### src/rtl/rr_arbiter32.sv
// rr_arbiter32: 32-way round-robin arbiter with registered one-hot grant,
// owner-driven release (Done / request drop) and a forced release after
// MAX_HOLD busy cycles. The pointer moves to one past the released owner,
// which makes the released requester lowest priority on the next pick.
module rr_arbiter32 #(
  parameter int MAX_HOLD = 255
) (
  input  logic        Clock,
  input  logic        Resetn,
  input  logic [31:0] Req,
  input  logic        Done,
  output logic [31:0] Grant,
  output logic [4:0]  GrantCode,
  output logic        GrantValid,
  output logic        Timeout
);

  typedef enum logic {IDLE, BUSY} state_t;

  // Hold counter reaches this value on the last permitted busy cycle.
  localparam logic [7:0] HOLD_LAST = 8'(MAX_HOLD - 1);

  state_t      state, state_nxt;
  logic [4:0]  ptr, ptr_nxt;
  logic [7:0]  hold, hold_nxt;
  logic [31:0] grant_nxt;
  logic [4:0]  code_nxt;
  logic        valid_nxt;
  logic        timeout_nxt;

  logic [4:0]  win_code;
  logic        owner_req;
  logic        hold_hit;
  logic        release_now;

  // Pick the first set request starting at ptr and wrapping; scanning from
  // the far end down lets the nearest requester overwrite earlier hits.
  always_comb begin
    win_code = '0;
    for (int i = 31; i >= 0; i--) begin
      if (Req[ptr + 5'(i)]) win_code = ptr + 5'(i);
    end
  end

  assign owner_req   = Req[GrantCode];
  assign hold_hit    = (hold == HOLD_LAST);
  assign release_now = Done | ~owner_req | hold_hit;

  // Next-state and next-output logic; Done is only meaningful while busy.
  always_comb begin
    state_nxt   = state;
    ptr_nxt     = ptr;
    hold_nxt    = hold;
    grant_nxt   = Grant;
    code_nxt    = GrantCode;
    valid_nxt   = GrantValid;
    timeout_nxt = 1'b0;
    unique case (state)
      IDLE: begin
        if (|Req) begin
          state_nxt = BUSY;
          code_nxt  = win_code;
          grant_nxt = 32'h1 << win_code;
          valid_nxt = 1'b1;
          hold_nxt  = '0;
        end
      end
      BUSY: begin
        if (release_now) begin
          state_nxt   = IDLE;
          ptr_nxt     = GrantCode + 5'd1;
          grant_nxt   = '0;
          code_nxt    = '0;
          valid_nxt   = 1'b0;
          hold_nxt    = '0;
          // Owner-driven release wins over the hold limit.
          timeout_nxt = hold_hit & ~Done & owner_req;
        end else begin
          hold_nxt = hold + 8'd1;
        end
      end
      default: state_nxt = IDLE;
    endcase
  end

  // State, pointer, counter and registered outputs; reset clears everything.
  always_ff @(posedge Clock or negedge Resetn) begin
    if (!Resetn) begin
      state      <= IDLE;
      ptr        <= '0;
      hold       <= '0;
      Grant      <= '0;
      GrantCode  <= '0;
      GrantValid <= 1'b0;
      Timeout    <= 1'b0;
    end else begin
      state      <= state_nxt;
      ptr        <= ptr_nxt;
      hold       <= hold_nxt;
      Grant      <= grant_nxt;
      GrantCode  <= code_nxt;
      GrantValid <= valid_nxt;
      Timeout    <= timeout_nxt;
    end
  end

endmodule

### config.mk
export PLATFORM = sky130hd
export DESIGN_NAME = rr_arbiter32
export DESIGN_NICKNAME = d
export VERILOG_FILES = /design/src/rtl/rr_arbiter32.sv
export SDC_FILE = /design/constraint.sdc
export NUM_CORES = 1
export LEC_CHECK = 0
export CORE_MARGIN = 3
export CORE_UTILIZATION = 50
export CTS_BUF_LIST = sky130_fd_sc_hd__clkbuf_2 sky130_fd_sc_hd__clkbuf_4 sky130_fd_sc_hd__clkbuf_8
export DETAILED_ROUTE_END_ITERATION = 7
export GPL_TIMING_DRIVEN = 0
export HOLD_SLACK_MARGIN = 0.12
export PLACE_DENSITY = 0.71
export SYNTH_ARGS = -nofsm -noshare
export SYNTH_HDL_FRONTEND = slang
export SYNTH_SLANG_ARGS = --single-unit
export TNS_END_PERCENT = 100
### constraint.sdc
create_clock -name Clock -period 12.5 [get_ports Clock]
set_clock_uncertainty 0.05 [all_clocks]
set_input_delay 2.5 -clock Clock [delete_from_list [all_inputs] [get_ports Clock]]
set_output_delay 2.5 -clock Clock [all_outputs]
set_load 0.01 [all_outputs]
# Word-level counts from Yosys, hierarchy flattened
# Cells that the tools add are included.
[totals]
out_inout_bits = 39
wordCells = 202
n_memories = 0
mem_bits_ro = 0
regBits = 53
latch_bits = 0
ram_bits = 0
input_bits = 35
[op_classes]
bitwise_logic = 7
mux = 115
magnitude_cmp = 33
n_eq_ne = 3
multipliers = 0
n_div = 0
add_sub_neg = 33
shift = 1
n_reduce_logical = 3
[ops]
columns = ["op", "n"]
rows = [
  ["$lt 5x6->1 const B", 33],
  ["$mux 5", 34],
  ["$bmux 1 s5", 33],
  ["$add 5x5->5 const B", 16],
  ["$mux 32", 2],
  ["$pmux 32 s2", 1],
  ["$add 5x4->5 const B", 8],
  ["$mux 1", 39],
  ["$reduce_or 32->1", 1],
  ["$shl 1x5->32 const A", 1],
  ["$add 5x3->5 const B", 4],
  ["$mux 8", 2],
  ["$pmux 8 s2", 1],
  ["$add 5x1->5 const B", 2],
  ["$add 5x2->5 const B", 2],
  ["$pmux 5 s2", 1],
  ["$add 8x1->8 const B", 1],
  ["$eq 8x8->1 const B", 1],
  ["$pmux 1 s2", 2],
  ["$reduce_and 2->1", 2],
  ["$not 1->1", 3],
  ["$and 1x1->1", 2],
  ["$ne 2x1->1 const B", 1],
  ["$ne 2x2->1 const B", 1],
  ["$or 1x1->1", 2],
]

# Logic depth before layout (Yosys ltp)
# Gate-level depths: netlist (run 1).
[depth]
depth_word = 38
mapped_depth = 22
ltp_nobuf = 13

# Worst setup path after synthesis (run 1)
# No wires, ideal clock.
[synth_timing]
kind = "input-to-reg"
startpoint = "input Req[30]"
endpoint = "register Grant[25]"
n_path_buf = 3
setup_ns = 0.096
slack_ns = 6.491
stages = 13
arrival_time_ns = 5.864
t_required_ns = 12.354
path_cell_list = "clkbuf_1 mux4_2 mux4_2 mux2i_4 buf_6 o21ai_2 o21a_1 or4_4 a21o_1 a311o_1 or3_1 buf_6 o31ai_1"
[synth_between]
elab_chain_len = 37
elab_cells_between_ends = 108
classes_between = "2 x eq/ne; 1 x shift; 100 x mux; 3 x bitwise; 2 x reduce/logical"
[synth_rtl]
columns = ["element", "line", "text"]
rows = [
  ["from (decl)", "10", "input logic [31:0] Req,"],
  ["$bmux 1 s5", "41", "if (Req[ptr + 5'(i)]) win_code = ptr + 5'(i);"],
  ["$mux 1 (implied by the code)", "41", ""],
  ["$mux 5 (32 in series)", "41", ""],
  ["$shl 1x5->32", "63", "grant_nxt = 32'h1 << win_code;"],
  ["$mux 32", "60", "if (|Req) begin"],
  ["$pmux 32 s2", "58", "unique case (state)"],
  ["to (signal assigned)", "100", "Grant <= grant_nxt;"],
  ["to (decl)", "12", "output logic [31:0] Grant,"],
]
# Parallel ways exist; a longest one is shown, timed or not. The select of a mux whose other input is x is not followed.
# A chain may end at the register's enable or synchronous reset.

# Worst setup path in the final report (run 1)
[layout_timing]
startpoint = "register ptr[1]"
endpoint = "register Grant[21]"
[layout_between]
elab_chain_len = 38
elab_cells_between_ends = 130
classes_between = "31 x add/sub; 1 x shift; 98 x mux"
[layout_rtl]
columns = ["element", "line", "text"]
rows = [
  ["from (decl)", "24", "logic [4:0] ptr, ptr_nxt;"],
  ["from (signal assigned)", "98", "ptr <= ptr_nxt;"],
  ["$add 5x5->5", "41", ""],
  ["$bmux 1 s5", "41", ""],
  ["$mux 1 (implied by the code)", "41", ""],
  ["$mux 5 (31 in series)", "41", ""],
  ["$mux 5 (*)", "41", ""],
  ["$shl 1x5->32 (*)", "63", ""],
  ["$mux 32 (*)", "60", ""],
  ["$pmux 32 s2 (*)", "58", ""],
]
# Mark *: on every way between the ends. The rest lies on a longest branch, timed or not. The select of a mux whose other input is x is not followed.

==> results.rst, run 1 <==
.. list-table::
   :header-rows: 1

   * - Metric
     - Value
   * - Status
     - finished, final reports clean
   * - Die height
     - between 100 and 150 microns
   * - Number of gates resized after cts
     - 0
   * - Maximum buffer depth of the clock tree
     - 2
   * - CP Launch Type
     - register
   * - Max stage delay cell, worst path
     - a2111oi_1
   * - Depth of the worst register-to-register path
     - 20
   * - Most used cells in the layout excluding fill and tap cells
     - 124 x nand2_1, 93 x mux4_2, 74 x mux2i_1
   * - Min-delay src
     - Grant[25]
   * - Share of synthesized flip-flops with an asynchronous set or reset
     - 1.00
   * - Number of sinks on the clock net
     - 53
   * - Root buffer cell
     - clkbuf_8
   * - Met1 WL
     - around 14000 microns
   * - Total Neg Setup Slack
     - 0 ns
   * - Area of the core region
     - between 15000 and 20000 sq um
   * - Post-CTS Hold Fix Bufs
     - 0
   * - Register-to-register setup slack
     - approximately 5.2 ns
   * - Crit Reg-Reg Startpoint
     - ptr[1]
   * - CTS H-Tree Depth
     - 2
   * - Tightest Hold Check Type
     - reg -> reg
   * - Final Critical Period
     - roughly 7.3 ns
   * - Reg-to-Reg End
     - Grant[21]
   * - CP Data Required Time
     - 12.71 ns
   * - GRT Total Usage
     - 0.355
   * - Ratio of routed vias to standard cells
     - roughly 7.4
   * - Die outline area
     - about 20000 sq um
   * - Largest net degree at the start of global routing
     - 40
   * - Post-detail-place hpwl
     - 28200 microns
   * - Number of setup violations in the final report
     - 0
   * - Top routing layer in use
     - met4
   * - Rel. slew slack
     - 0.104
   * - Synthesized net count
     - around 1100
   * - Final hold vios
     - 0
   * - Number of nets with antenna violations after detailed routing
     - 0
   * - Worst Hold Margin
     - approximately 0.44 ns
   * - Clock transition at the registers of the reported paths
     - 0.11 ns
   * - Metal2 WL
     - around 15000 microns
   * - Count of input and output buffers
     - 65
   * - Global-route wire length before repair
     - 55300 microns
   * - Setup crit end kind
     - register
   * - Share of layout cells above drive strength 1
     - 0.171
   * - Slew @ Worst Pin
     - approximately 1.3 ns
   * - Number of unique standard cell types used by synthesis
     - 85
   * - Arrival time worst endpoint
     - roughly 7.5 ns
   * - Maximum Capacitance Violations
     - 0
   * - Launch point of the worst path
     - ptr[1]
   * - Avg WL per Cell
     - approximately 27 microns
   * - Initial core utilization
     - 0.520
   * - CTS Buf Count
     - 5
   * - Number of vias after detailed routing
     - ~9700
   * - Antenna Cells
     - 0
   * - Crit path cell chain
     - buf_4 -> buf_6 -> buf_6 -> buf_2 -> inv_1 -> clkbuf_1 -> ha_1 -> a21boi_2 -> xnor2_1 -> buf_2 -> mux2_2 -> mux4_2 -> buf_2 -> nand3_1 -> o211ai_1 -> a2111oi_1 -> nand4_1 -> a31oi_2 -> and4_1 -> a22o_1
   * - Clock network latency to the later pin of the worst-skew pair
     - 0.31 ns
   * - Max Clock Freq
     - ~0.14 GHz
   * - Met3 wirelength from detailed routing
     - 4900 microns
   * - Fin area
     - around 10000 sq um
   * - Largest stage delay, worst path
     - between 0.7 and 0.8 ns
   * - Synthesized instance count
     - around 1000
   * - Syn. warnings
     - 0
   * - Leading cell type in the layout, fill and taps excluded
     - nand2_1
   * - Number of rows in the core area
     - 48
   * - Unrepaired setup endpoints after global routing
     - false
   * - Portion of the post-synthesis area used by sequential elements
     - 0.144
   * - Vias in the first global route
     - 9028
   * - Nets
     - ~1100
   * - Post-route fraction of the period consumed by the critical path
     - 0.583
   * - Cell repeated most along the worst path
     - buf_2
   * - Worst setup path class
     - reg -> reg
   * - Number of stages on the worst hold path
     - 2
   * - Main flop type after synthesis
     - dfrtp_1
   * - Routed Wire Length
     - approximately 36000 microns
   * - Largest fanout on the critical path
     - 14
   * - Post-CTS repair timing setup buffer count
     - 0
   * - Destination of the worst hold path
     - Grant[25]
   * - Number of max-slew violations in the final report
     - 0
   * - Number of enable flip-flop cells after synthesis
     - 0
   * - CTS tree
     - yes
   * - Post-placement cell area
     - a little over 10000 sq um
   * - Width of the die
     - between 100 and 150 microns
   * - First DRT Iteration DRCs
     - about 1300
   * - Count of pins on the block boundary
     - 74
   * - Number of antenna violations at the first check in global routing
     - 0
   * - Detailed Routing Iterations Pass 1
     - 8
   * - Area growth from synthesis to final layout
     - 11.7%
   * - Flip-flop and latch count after synthesis
     - 53
   * - Detailed-route DRC error count
     - 0
   * - Overflow left after global routing
     - 0
   * - Post-Synthesis Cell Area
     - ~9200 sq um
   * - Mean instance size in the synthesized netlist
     - ~9 sq um
   * - Routability Congestion
     - 1.09
[metal layers]
layer,track usage,up-vias
met5,0,-
met4,0.121,0
li1,-,4218
met2,0.521,719
met1,0.512,4687
met3,0.0893,115
[worst max-delay path: cells and delay by family (launching register included)]
kind                     cells  cell delay [ns]
AO/OA/AOI/OAI                5             1.68
adder cells (fa/ha/maj)      1             0.44
buffers and inverters        8             2.27
AND/OR/NAND/NOR              3             0.82
XOR/XNOR                     1             0.50
flip-flops                   1             0.44
multiplexers                 2             0.99
[logic make-up (layout without fill, tap and decap cells)]
logic type / count (synthesis) / in the layout / synth area share
AO/OA/AOI/OAI: 297 / 297 / 0.230
buffers and inverters: 90 / 165 / 0.0478
multiplexers: 191 / 191 / 0.341
flip-flops: 53 / 53 / 0.144
AND/OR/NAND/NOR: 335 / 335 / 0.179
XOR/XNOR: 38 / 38 / 0.0362
adder cells (fa/ha/maj): 16 / 16 / 0.0218
[synthesized netlist by cell type, types with 17 or more instances]
| library cell | count | area share |
|---|---|---|
| a21oi_1 | 43 | 0.023 |
| dfrtp_1 | 53 | 0.14 |
| o22ai_1 | 23 | 0.016 |
| mux2i_1 | 74 | 0.081 |
| mux4_2 | 93 | 0.23 |
| clkbuf_1 | 34 | 0.014 |
| nand3_1 | 33 | 0.018 |
| nor2_1 | 54 | 0.022 |
| xnor2_1 | 21 | 0.020 |
| nand2_1 | 124 | 0.051 |
| mux2_2 | 21 | 0.026 |
| xor2_1 | 17 | 0.016 |
| nor3_1 | 20 | 0.011 |
| o21ai_0 | 60 | 0.033 |
| o21a_1 | 17 | 0.014 |
[metrics by stage]
step / utilization / setup slack [ns] / cells
final: 0.581 / 5.22 / 1320
after global routing: 0.581 / 4.92 / 1320
after CTS: 0.580 / 5.19 / 1319
after detailed placement: 0.574 / 5.20 / 1311
after global placement: 0.573 / 5.21 / 1310
after floorplan: - / 6.49 / 1020
[how the worst max path moves through the flow]
stage | slack [ns] | cells after the start | end
after floorplan | 6.49 | 13 | Grant[25]
after global placement | 5.21 | 12 | Grant[31]
after detailed placement | 5.20 | 12 | Grant[23]
after CTS | 5.19 | 18 | Grant[21]
after global routing | 4.92 | 18 | Grant[10]
final | 5.22 | 20 | Grant[21]
[area by class of cell]
cell class	count	area, sq um
Buffer	72	372
Clock buffer	5	68.8
Clock inverter	3	28.8
Fill cell	1619	7400
Inverter	18	67.6
Multi-Input combinational cell	877	7440
Sequential cell	53	1330
Tap cell	225	282
Timing Repair Buffer	67	677
[sequential cells by signal, indices dropped and copies added, names as in the netlist]
signal and cells:
Timeout 1, GrantCode 5, hold 8, Grant 32, GrantValid 1, ptr 5, state 1
Power of run 1 is not shown: default switching activity piles up to over one toggle a cycle in this logic, so the estimate is an artifact.
==> run 2, diff against run 1 <==
- PLACE_DENSITY: 0.71 -> 0.74
- clock period: 12.5 -> 5.95 ns (I/O delays scaled with it)
==> run 2 against run 1 <==
Against the previous run: the flow now finishes with violations (design-rule violations); setup slack worse by 5.1 ns; utilization is 1.7 points higher; register-to-register slack got worse by 5.1 ns; fmax increased by 24%; highest routed layer unchanged.
==> results.rst, run 2 (synthesis gave the netlist of run 1 again) <==
.. list-table::
   :header-rows: 1

   * - Metric
     - Value
   * - Post-route fraction of the period consumed by the critical path
     - 0.985
   * - Failing checks
     - design-rule violations
   * - Arrival time worst endpoint
     - 5.99 ns
   * - Largest fanout on the critical path
     - 10
   * - Ratio of routed vias to standard cells
     - approximately 7.5
   * - First DRT Iteration DRCs
     - 1501
   * - Clock transition at the registers of the reported paths
     - between 0.1 and 0.15 ns
   * - Detailed Routing Iterations Pass 1
     - 8
   * - Status
     - finished, violations left
   * - Post-detail-place hpwl
     - 28300 microns
   * - Largest net degree at the start of global routing
     - 33
   * - Width of the die
     - roughly 140 microns
   * - Final Critical Period
     - about 5.9 ns
   * - Number of nets with antenna violations after detailed routing
     - 0
   * - Global-route wire length before repair
     - 55500 microns
   * - Worst setup path class
     - reg -> reg
   * - Avg WL per Cell
     - 27.7 microns
   * - Max FFs per register
     - 32
   * - Leading cell type in the layout, fill and taps excluded
     - nand2_1
   * - GRT Total Usage
     - 0.358
   * - Fin area
     - 10600 sq um
   * - Count of pins on the block boundary
     - 74
   * - Cell repeated most along the worst path
     - mux4_2
   * - Final hold vios
     - 0
   * - Root buffer cell
     - clkbuf_8
   * - Clock network latency to the later pin of the worst-skew pair
     - 0.32 ns
   * - Count of input and output buffers
     - between 60 and 70
   * - CTS H-Tree Depth
     - 2
   * - Most used cells in the layout excluding fill and tap cells
     - 124 x nand2_1, 93 x mux4_2, 70 x mux2i_1
   * - CTS tree
     - yes
   * - Post-placement cell area
     - roughly 10000 sq um
   * - Largest regs
     - Grant (32), hold (8)
   * - CP Launch Type
     - register
   * - Detailed-route DRC error count
     - 1
   * - Number of sinks on the clock net
     - 53
   * - Vias in the first global route
     - slightly above 9000
   * - Number of setup violations in the final report
     - 0
   * - CTS Buf Count
     - 5
   * - Crit path cell chain
     - buf_2 -> clkinvlp_4 -> ha_2 -> mux4_2 -> mux2i_1 -> mux4_2 -> clkinv_1 -> a221oi_1 -> or3b_1 -> or4_1 -> nor4_1 -> or4_4 -> clkbuf_4 -> nand2b_1 -> o21ai_0
   * - Routability Congestion
     - 1.14
   * - Number of max-slew violations in the final report
     - 0
   * - Max stage delay cell, worst path
     - ha_2
   * - Nets
     - 1157
   * - Maximum Capacitance Violations
     - 0
   * - Initial core utilization
     - 0.520
   * - Share of layout cells above drive strength 1
     - 0.201
   * - Filler Cells Inserted
     - 1587
   * - Maximum buffer depth of the clock tree
     - 2
   * - Tightest Hold Check Type
     - reg -> reg
   * - Setup crit end kind
     - register
   * - Area of the core region
     - approximately 18000 sq um
   * - Number of antenna violations at the first check in global routing
     - 0
   * - Max Clock Freq
     - ~0.17 GHz
   * - CP Data Required Time
     - 6.08 ns
   * - Register bank with the most flops
     - Grant
   * - Number of vias after detailed routing
     - 9946
   * - Rel. slew slack
     - 0.146
   * - Number of rows in the core area
     - between 40 and 50
   * - Area growth from synthesis to final layout
     - 14.9%
   * - Routed Wire Length
     - around 37000 microns
   * - Antenna Cells
     - 0
   * - Die outline area
     - approximately 20000 sq um
   * - Overflow left after global routing
     - 0
   * - Largest stage delay, worst path
     - a little under 0.6 ns
   * - Slew @ Worst Pin
     - about 1.3 ns
   * - Die height
     - 142 microns
==> run 2: critical path, delay by kind of cell, from the launching register on <==
kind | cells | cell delay, ns
and+or+nand+nor | 5 | 1.56
muxes | 3 | 1.28
buffers and inverters | 4 | 1.23
adders and majority gates | 1 | 0.58
AOI/OAI and AO/OA | 2 | 0.56
DFF | 1 | 0.45
==> run 2: metrics by stage <==
stage | setup TNS (ns) | util | worst slack (ns) | hold WS, ns | cells
final | 0 | 0.598 | 0.0906 | 0.439 | 1332
after CTS | 0 | 0.586 | 0.0197 | 0.448 | 1319
after global routing | -0.00179 | 0.598 | -0.00179 | 0.479 | 1332
after global placement | -38.13 | 0.573 | -1.28 | 0.413 | 1310
after detailed placement | -38.82 | 0.575 | -1.27 | 0.425 | 1311
after floorplan | 0 | - | 0.529 | 0.416 | 1020
==> run 2: repair_timing <==
action,in CTS,in global routing
buffers inserted,1,14
endpoints found under the setup margin,37,34
resized for setup,24,23
pin swaps,0,4
cloned,1,0
hold buffers,0,0
==> run 2: final timing paths <==
path / from / end / slack (ns) / cells after the start
setup / recovery: ptr[2] / Grant[30] / 0.09 / 15
hold / removal: Grant[16] / Grant[16] / 0.44 / 2
setup reg to reg: ptr[2] / Grant[30] / 0.09 / 15
hold reg to reg: Grant[16] / Grant[16] / 0.44 / 2
max in group asynchronous: Resetn / Grant[15] / 4.38 / 2
min in group asynchronous: Resetn / Grant[1] / 0.89 / 1
==> run 2: per-layer routing <==
layer / global-route usage / share of wire
met1: 0.497 / 0.38
met2: 0.523 / 0.42
met3: 0.0920 / 0.14
met4: 0.169 / 0.058
met5: 0 / 0
==> run 2: area by class of cell <==
class / count / area [sq um] / area share
inverters: 18 / 71.3 / 0.00676
repair inverters: 1 / 5.00 / 0.000474
well taps: 225 / 282 / 0.0267
plain buffers: 69 / 403 / 0.0382
multi-input cells: 877 / 7580 / 0.718
repair buffers: 81 / 786 / 0.0745
clock buffers: 5 / 68.8 / 0.00652
clock inverters: 3 / 28.8 / 0.00273
flip-flops and latches: 53 / 1330 / 0.126
Power of run 2 is left out for the same reason.
==> run 3, diff against run 2 <==
- CAP_MARGIN: not set -> 20
- PLACE_DENSITY: 0.74 -> 0.71
- clock period: 5.95 -> 6 ns (I/O delays scaled with it)
==> run 3 against run 2 <==
Against the previous run: the run now ends clean; final cell count rose by 0.60%; routed wire length is 0.23% lower; flip-flop and latch count did not move; non-clock buffer count up 8; setup slack improved by 0.068 ns; via count decreased by 0.10%; final area increased by 0.36%; fmax is 0.30% higher.
==> results.rst, run 3 (synthesis gave the netlist of run 1 again) <==
.. list-table::
   :header-rows: 1

   * - Metric
     - Value
   * - Status
     - finished, final reports clean
   * - Tightest Hold Check Type
     - reg -> reg
   * - Die height
     - about 140 microns
   * - GRT Total Usage
     - 0.358
   * - Detailed Routing Iterations Pass 1
     - 6
   * - Number of max-slew violations in the final report
     - 0
   * - Antenna Cells
     - 0
   * - Post-detail-place hpwl
     - 28300 microns
   * - Largest fanout on the critical path
     - 19
   * - Setup crit end kind
     - register
   * - CP Launch Type
     - register
   * - Area growth from synthesis to final layout
     - 15.3%
   * - Detailed-route DRC error count
     - 0
   * - Routed Wire Length
     - roughly 37000 microns
   * - Clock network latency to the later pin of the worst-skew pair
     - slightly above 0.3 ns
   * - Worst setup path class
     - reg -> reg
   * - Max Clock Freq
     - between 0.15 and 0.2 GHz
   * - Rel. slew slack
     - 0.315
   * - Nets
     - around 1200
   * - Layer with the highest usage
     - met2
   * - Number of antenna violations at the first check in global routing
     - 1
   * - Count of input and output buffers
     - between 60 and 70
   * - Global-route wire length before repair
     - 55800 microns
   * - Final Critical Period
     - approximately 5.8 ns
   * - Overflow left after global routing
     - 0
   * - Post-route fraction of the period consumed by the critical path
     - 0.974
   * - Maximum buffer depth of the clock tree
     - 2
   * - GR Util met3
     - 0.0718
   * - Register bank with the most flops
     - Grant
   * - Maximum Capacitance Violations
     - 0
   * - Final hold vios
     - 0
   * - Largest net degree at the start of global routing
     - 40
   * - Leading cell type in the layout, fill and taps excluded
     - nand2_1
   * - Number of sinks on the clock net
     - 53
   * - Width of the die
     - around 140 microns
   * - CTS H-Tree Depth
     - 2
   * - Die outline area
     - around 20000 sq um
   * - Initial core utilization
     - 0.520
   * - Slew @ Worst Pin
     - roughly 1.0 ns
   * - Placed Cells
     - 1315
   * - Register cell area after layout
     - about 1300 sq um
   * - Root buffer cell
     - clkbuf_8
   * - Share of layout cells above drive strength 1
     - 0.209
   * - Filler Cells Inserted
     - 1593
   * - Number of vias after detailed routing
     - between 9000 and 10000
   * - Routability Congestion
     - approximately 1.1
   * - Finished Layout Cells
     - 1340
   * - Number of setup violations in the final report
     - 0
   * - CTS tree
     - yes
   * - Area of the core region
     - between 15000 and 20000 sq um
   * - Largest regs
     - Grant (32), hold (8)
   * - Combined area of the multi-input logic cells
     - ~7500 sq um
   * - Vias in the first global route
     - between 9000 and 10000
   * - Arrival time worst endpoint
     - between 6 and 7 ns
   * - Number of nets with antenna violations after detailed routing
     - 0
   * - Post-CTS Hold Fix Bufs
     - 0
   * - Count of pins on the block boundary
     - 74
   * - Global routing met1 resource utilization
     - 0.523
   * - Most used cells in the layout excluding fill and tap cells
     - 124 x nand2_1, 93 x mux4_2, 70 x mux2i_1
   * - Avg WL per Cell
     - ~27 microns
   * - Clock transition at the registers of the reported paths
     - ~0.1 ns
   * - Number of rows in the core area
     - 48
   * - Max FFs per register
     - 32
   * - CP Data Required Time
     - between 6 and 7 ns
   * - CTS Buf Count
     - 5
   * - First DRT Iteration DRCs
     - 1308
   * - Met2 track utilization from global routing
     - 0.528
   * - Ratio of routed vias to standard cells
     - 7.41
[run 3: changes by cell type in the layout (fill, tap and decap cells not counted), sizes merged]
cell,change
inv,-1
clkbuf,+1
buf,+7
bufinv,+1
[run 3: repair_timing]
action	in CTS	in global routing
setup endpoints to repair	37	34
resized for setup	18	27
pin swaps	0	3
cloned	1	0
setup buffers	1	18
[run 3: critical path, stage by stage (launching register included)]
cell and delay [ns]:
dfrtp_1 0.45, buf_8 0.17, buf_6 0.15, buf_12 0.17, inv_1 0.17, buf_4 0.29
ha_1 0.30, a21boi_2 0.34, xnor2_2 0.21, buf_4 0.29, mux2_2 0.38, mux4_2 0.60
buf_2 0.23, nand3_1 0.10, o211ai_1 0.12, a2111oi_2 0.53, nand4_1 0.16, buf_4 0.19
a31oi_4 0.32, and4_1 0.35, a22o_1 0.17
[run 3: final timing paths]
| check | start | endpoint | slack, ns | cells past startpoint |
|---|---|---|---|---|
| max in group asynchronous | Resetn | ptr[0] | 4.63 | 2 |
| worst max-delay path | ptr[1] | Grant[21] | 0.16 | 20 |
| min in group asynchronous | Resetn | Grant[26] | 0.74 | 1 |
| worst min register to register | Grant[25] | Grant[25] | 0.44 | 2 |
| worst min-delay path | Grant[25] | Grant[25] | 0.44 | 2 |
| worst max register to register | ptr[1] | Grant[21] | 0.16 | 20 |
[run 3: layer usage]
| layer | wire, microns | vias to the layer above |
|---|---|---|
| met1 | 14500 | 4728 |
| met5 | 16 | - |
| li1 | - | 4250 |
| met4 | 1790 | 2 |
| met2 | 15800 | 812 |
| met3 | 4730 | 144 |
[run 3: area by class of cell]
| class | count | share of cell area |
|---|---|---|
| Sequential cell | 53 | 0.125 |
| Clock buffer | 5 | 0.00650 |
| Timing Repair Buffer | 89 | 0.0795 |
| Buffer | 69 | 0.0376 |
| Tap cell | 225 | 0.0266 |
| Inverter | 18 | 0.00673 |
| Clock inverter | 3 | 0.00473 |
| Multi-Input combinational cell | 877 | 0.713 |
| Timing Repair inverter | 1 | 0.000473 |
[run 3: metrics by stage]
step	hold WS (ns)	util	setup TNS (ns)	setup WS, ns	instance area (sq um)
finish	0.438	0.600	0	0.158	10600
detailed placement	0.419	0.576	-27.48	-0.869	10200
global placement	0.417	0.573	-36.39	-1.21	10100
CTS	0.441	0.587	0	0.00317	10400
floorplan	0.416	-	0	0.579	9190
global route	0.464	0.600	-0.770	-0.0579	10600
Power of run 3 is left out for the same reason.
